==> config.mk <==
export PLATFORM = sky130hd
export DESIGN_NAME = wb_host_master
export DESIGN_NICKNAME = d
export VERILOG_FILES = /design/src/rtl/wb_master_pkg.sv /design/src/rtl/wb_timeout_ctr.sv /design/src/rtl/wb_host_master.sv
export SDC_FILE = /design/constraint.sdc
export NUM_CORES = 1
export LEC_CHECK = 0
export ABC_CLOCK_PERIOD_IN_PS = 4370
export BUFFER_PORTS_ARGS = -buffer_cell sky130_fd_sc_hd__buf_2
export CORE_MARGIN = 3
export CORE_UTILIZATION = 49
export CTS_BUF_LIST = sky130_fd_sc_hd__clkbuf_4
export DETAILED_ROUTE_END_ITERATION = 12
export GPL_ROUTABILITY_DRIVEN = 0
export HOLD_SLACK_MARGIN = 0.1
export PLACE_DENSITY = 0.88
export RECOVER_POWER = 25
export SETUP_SLACK_MARGIN = 0.1
export SYNTH_ARGS = -nofsm -noshare
export SYNTH_HDL_FRONTEND = slang
export SYNTH_SLANG_ARGS = --single-unit
==> constraint.sdc <==
create_clock -name wb_clk_i -period 4.37 [get_ports wb_clk_i]
set_input_delay 0.874 -clock wb_clk_i [delete_from_list [all_inputs] [get_ports wb_clk_i]]
set_output_delay 0.874 -clock wb_clk_i [all_outputs]
set_load 0.05 [all_outputs]
==> src/rtl/wb_master_pkg.sv <==
// Shared types for the Wishbone host master: FSM states, response record, select width.
package wb_master_pkg;

    localparam int WBM_ADDR_W = 32;
    localparam int WBM_DATA_W = 32;
    localparam int SEL_W      = WBM_DATA_W / 8;

    typedef enum logic [1:0] {
        IDLE = 2'd0,
        BUS  = 2'd1,
        RESP = 2'd2
    } wbm_state_t;

    typedef struct packed {
        logic [WBM_DATA_W-1:0] dat;
        logic                  err;
    } wbm_rsp_t;

endpackage

==> src/rtl/wb_timeout_ctr.sv <==
// Bus-cycle watchdog: counts while enabled and flags expiry on the TIMEOUT-th cycle.
// Only instantiated when WB_MASTER_TIMEOUT_EN is defined.
module wb_timeout_ctr #(
    parameter int TIMEOUT = 255
) (
    input  logic i_clk,
    input  logic i_rst,
    input  logic i_clear,
    input  logic i_enable,
    output logic o_expire
);

    localparam int              CW   = (TIMEOUT > 1) ? $clog2(TIMEOUT) : 1;
    localparam logic [CW-1:0]   LAST = CW'(TIMEOUT - 1);

    logic [CW-1:0] r_count;

    always_ff @(posedge i_clk) begin
        if (i_rst || i_clear) begin
            r_count <= '0;
        end else if (i_enable && (r_count != LAST)) begin
            r_count <= r_count + 1'b1;
        end
    end

    assign o_expire = i_enable && (r_count == LAST);

endmodule

==> src/rtl/wb_host_master.sv <==
// Wishbone classic single-transfer initiator driven by a valid/ready command stream.
// Optional bus timeout compiled in with WB_MASTER_TIMEOUT_EN.
module wb_host_master
    import wb_master_pkg::*;
#(
    parameter int ADDR_W  = WBM_ADDR_W,
    parameter int DATA_W  = WBM_DATA_W,
    parameter int TIMEOUT = 255
) (
    input  logic                  wb_clk_i,
    input  logic                  wb_rst_i,
    input  logic                  req_valid,
    output logic                  req_ready,
    input  logic                  req_we,
    input  logic [ADDR_W-1:0]     req_adr,
    input  logic [DATA_W-1:0]     req_dat,
    input  logic [DATA_W/8-1:0]   req_sel,
    output logic                  rsp_valid,
    input  logic                  rsp_ready,
    output logic [DATA_W-1:0]     rsp_dat,
    output logic                  rsp_err,
    output logic                  wbm_cyc_o,
    output logic                  wbm_stb_o,
    output logic                  wbm_we_o,
    output logic [ADDR_W-1:0]     wbm_adr_o,
    output logic [DATA_W-1:0]     wbm_dat_o,
    output logic [DATA_W/8-1:0]   wbm_sel_o,
    input  logic [DATA_W-1:0]     wbm_dat_i,
    input  logic                  wbm_ack_i,
    input  logic                  wbm_err_i
);

    if ((TIMEOUT < 1) || (TIMEOUT > 65535)) begin : g_bad_timeout
        $error("wb_host_master: TIMEOUT must be in 1..65535");
    end

    wbm_state_t r_state;
    wbm_state_t w_next;
    logic       w_expire;
    logic       w_abort;

`ifdef WB_MASTER_TIMEOUT_EN
    wb_timeout_ctr #(
        .TIMEOUT (TIMEOUT)
    ) u_timeout (
        .i_clk    (wb_clk_i),
        .i_rst    (wb_rst_i),
        .i_clear  (r_state != BUS),
        .i_enable (r_state == BUS),
        .o_expire (w_expire)
    );
`else
    assign w_expire = 1'b0;
`endif

    // err wins over a simultaneous ack; a timeout behaves exactly like err
    assign w_abort   = wbm_err_i || w_expire;
    assign req_ready = (r_state == IDLE);

    always_comb begin
        w_next = r_state;
        case (r_state)
            IDLE:    if (req_valid) w_next = BUS;
            BUS:     if (w_abort || wbm_ack_i) w_next = RESP;
            RESP:    if (rsp_ready) w_next = IDLE;
            default: w_next = IDLE;
        endcase
    end

    always_ff @(posedge wb_clk_i) begin
        if (wb_rst_i) begin
            r_state <= IDLE;
        end else begin
            r_state <= w_next;
        end
    end

    always_ff @(posedge wb_clk_i) begin
        if (wb_rst_i) begin
            wbm_cyc_o <= 1'b0;
            wbm_stb_o <= 1'b0;
            wbm_we_o  <= 1'b0;
            wbm_adr_o <= '0;
            wbm_dat_o <= '0;
            wbm_sel_o <= '0;
            rsp_valid <= 1'b0;
            rsp_err   <= 1'b0;
            rsp_dat   <= '0;
        end else begin
            case (r_state)
                IDLE: begin
                    if (req_valid) begin
                        wbm_cyc_o <= 1'b1;
                        wbm_stb_o <= 1'b1;
                        wbm_we_o  <= req_we;
                        wbm_adr_o <= req_adr;
                        wbm_dat_o <= req_dat;
                        wbm_sel_o <= req_sel;
                    end
                end
                BUS: begin
                    if (w_abort) begin
                        wbm_cyc_o <= 1'b0;
                        wbm_stb_o <= 1'b0;
                        rsp_valid <= 1'b1;
                        rsp_err   <= 1'b1;
                        rsp_dat   <= '0;
                    end else if (wbm_ack_i) begin
                        wbm_cyc_o <= 1'b0;
                        wbm_stb_o <= 1'b0;
                        rsp_valid <= 1'b1;
                        rsp_err   <= 1'b0;
                        rsp_dat   <= wbm_we_o ? '0 : wbm_dat_i;
                    end
                end
                RESP: begin
                    if (rsp_ready) rsp_valid <= 1'b0;
                end
                default: begin
                    wbm_cyc_o <= 1'b0;
                    wbm_stb_o <= 1'b0;
                    rsp_valid <= 1'b0;
                end
            endcase
        end
    end

endmodule

==> metrics.md <==
| Metric | Value |
|---|---|
| Status | finished with violations |
| Failing checks | capacitance limit, slew limit |
| Combinational share of power | 22.1% |
| Post-DP HPWL | 8.03 mm |
| Crit path max fanout | 55 |
| Worst-Skew Late Latency | 0.44 ns |
| DRT Pass-1 Iters | 4 |
| Final wirelength | 10.9 mm |
| Initial antenna violation count | 0 |
| Net Switching | 0.672 mW |
| CTS H-tree depth | 3 |
| Die extent in x | 95.1 um |
| Syn nets | 583 |
| Final TNS setup | 0 ns |
| Site Rows | 31 |
| Worst EP arrival | 3.28 ns |
| Final setup viols | 0 |
| P_leak | 2.26 nW |
| Hold Fails Final Rpt | 0 |
| Total number of vias | 3904 |
| Root Driver | clkbuf_4 |
| Final instance area | 5030 um^2 |
| Skew final | 0.0288 ns |
| Worst Path Required | 4.68 ns |
| Synth warnings | 0 |
| GR peak layer | met2 |
| CTS tree | done |
| Crit path largest cell delay | 1.43 ns |
| Sequential area share after synthesis | 54.6% |
| Post-route ant nets | 0 |
| Vias in the first global route | 3748 |
| Cts bufs inserted | 9 |
| Die H | 95.1 um |
| Post-synthesis simple-gate area fraction | 25.7% |
| First-pass GRT wire length | 17.1 mm |
| Core Area | 7490 um^2 |
| Worst Max-Slew Pin Slew | 2.05 ns |
| Largest delay share family, worst path | buffers and inverters |
| Sequential Power Share | 52.8% |
| 1st-iter DRT viols | 127 |
| Worst slew margin | -36.4% |
| Met1 global-route usage | 27.4% |
| Avg Vias per Cell | 5.10 |
| WS Path Type | in -> reg |
| Fin nets | 768 |
| Critical Path Source | wb_rst_i |
| Largest family of logic cells by synthesized area | simple AND/OR/NAND/NOR gates |
| Max Cap Viol | 1 |
| Starting Density | 52.0% |
| Internal Power | 1.32 mW |
| Final period utilization | 67.9% |
| Buf/Inv on CP | 2 |
| CP max stage cell | clkbuf_1 |
| Final Util | 67.2% |
| M3 GR Usage | 8.37% |
| Adder-Cell Fraction of Synth Area | 0% |
| Final Non-Filler Cells | 765 |
| # resized after CTS | 0 |
| Netlist Area Pre-Place | 3890 um^2 |
| Compound-Gate Fraction of Synth Area | 14.1% |
| Die ar. | 9040 um^2 |
| FF-to-FF Start | r_state[0]$_SDFFE_PP0P_ |
| Synth cell types | 23 |
| CP cell instances | clkbuf_1 > buf_4 > nand2b_1 > o21ai_0 |
| Hold crit path type | reg -> reg |
| Synth Area per Inst | 8.17 um^2 |
| Port bufs | 212 |
| Clock power share | 25.1% |
| Critical path launch point type | input pin |
| Grt met2 use | 40.5% |
| Multiplexer share of the synthesized area | 0.257% |
| N_diodes | 0 |
| Switching part of the total | 33.8% |
| Layout cells sized above 1 | 31.7% |
| Maximum clock insertion buffer count | 2 |
| Area grow syn2layout | 29.3% |
| Yosys reg bits | 106 |
| Post-Synth XOR/XNOR Area | 0% |
| Global Route Usage Sum | 23.7% |
| Clock Pin Slew Worst Setup and Hold Paths | 0.15 ns |
| Peak VDD IR | 0.229 mV |
| Worst Hold Slack | 0.464 ns |
| Drt wl/cell | 14.2 um |
| Pre-CTS setup slack | 1.84 ns |
| Largest net degree at the start of global routing | 56 |
| Cell count after placement | 749 |
| Hold buffers post-CTS | 0 |
| Power, Total | 1.99 mW |
| RSZ-0062 raised after global routing | no |
| Pwr dens | 395 nW/um^2 |
| Crit. End Element | flip-flop |
| Minimum clock period | 2.97 ns |
| Synthesized instance count | 476 |
| Max Fclk | 337 MHz |
| Placed Area | 4920 um^2 |
| Drc violations | 0 |
| Final WS setup | 1.40 ns |
| Slew Limit Fails | 54 |
| Ports | 213 |
| Clock sinks | 106 |
| Grt ovf | 0 |
| Hold path start | wbm_adr_o[9]$_SDFFE_PP0P_ |
| Post-CTS Setup Inserts | 0 |
-- layer usage --
layer / up-vias / wire, um
met5: - / 0
met4: 0 / 165
met3: 15 / 1100
met2: 177 / 5330
met1: 1765 / 4270
li1: 1947 / -
-- power by group through the flow --
stage	logic [mW]	registers, mW	clock network (mW)
6_report	0.439	1.05	0.499
5_1_grt	0.472	1.06	0.552
4_1_cts	0.444	1.05	0.510
3_5_place_dp	0.444	1.07	0
3_3_place_gp	0.434	1.07	0
2_1_floorplan	0.141	1.24	0
-- state kept, by name (all words and copies together) (netlist names) --
| signal | count |
|---|---|
| r_state | 2 |
| rsp_dat | 32 |
| rsp_err | 1 |
| rsp_valid | 1 |
| wbm_adr_o | 32 |
| wbm_dat_o | 32 |
| wbm_sel_o | 4 |
| wbm_stb_o | 1 |
| wbm_we_o | 1 |
-- final cells by class --
type,instances,area (um^2)
flip-flops and latches,106,2120
repair buffers,218,1070
clock buffers,10,75.1
clock inverters,6,66.3
fillers,656,2460
well taps,99,124
multi-input cells,326,1570
-- synth_stat cells --
library cell / instances / area share (%)
buf_1: 1 / 0.096
nor3b_2: 1 / 0.32
nor2b_1: 1 / 0.16
nand2b_1: 32 / 5.1
nand2_1: 142 / 14
nor3_1: 2 / 0.26
buf_2: 11 / 1.4
mux2i_1: 1 / 0.26
a21oi_1: 73 / 9.4
and2_4: 1 / 0.23
buf_6: 3 / 0.87
a21bo_2: 1 / 0.26
clkbuf_1: 25 / 2.4
or2_2: 1 / 0.16
nor2_1: 4 / 0.39
o21ai_1: 3 / 0.39
buf_4: 1 / 0.19
o21ai_0: 30 / 3.9
nand4_1: 32 / 5.1
or3b_1: 1 / 0.23
clkbuf_2: 3 / 0.39
o31ai_1: 1 / 0.19
dfxtp_1: 106 / 55
-- logic make-up (layout without fill, tap and decap cells) --
group	count (synthesis)	in the layout
muxes	1	1
and+or+nand+nor	217	217
DFF	106	106
buffers and inverters	44	234
AOI/OAI and AO/OA	108	108
-- worst min-delay path: stages, from the launching register on --
cell and delay [ns]:
dfxtp_1 0.34, nand2_1 0.05, a21oi_1 0.05
-- final timing paths --
check / endpoint / slack, ns / depth (start not counted)
worst min register to register: wbm_adr_o[9]$_SDFFE_PP0P_ / 0.46 / 2
worst min-delay path: wbm_adr_o[9]$_SDFFE_PP0P_ / 0.46 / 2
worst max-delay path: rsp_dat[23]$_SDFFE_PP0P_ / 1.40 / 4
worst max register to register: rsp_dat[7]$_SDFFE_PP0P_ / 2.18 / 4
-- cells in the final DEF, fill, tap and decap left out, types with 2 or more instances in the layout --
cell      synthesis  final
clkinv_2          0      2
buf_4             1      6
nand2_1         142    142
clkinv_4          0      2
buf_2            11    182
nand4_1          32     32
clkbuf_1         25     30
dfxtp_1         106    106
o21ai_0          30     30
clkbuf_4          0     10
nor2_1            4      4
nand2b_1         32     32
a21oi_1          73     73
o21ai_1           3      3
No activity file was read; power rests on OpenSTA's default activity.
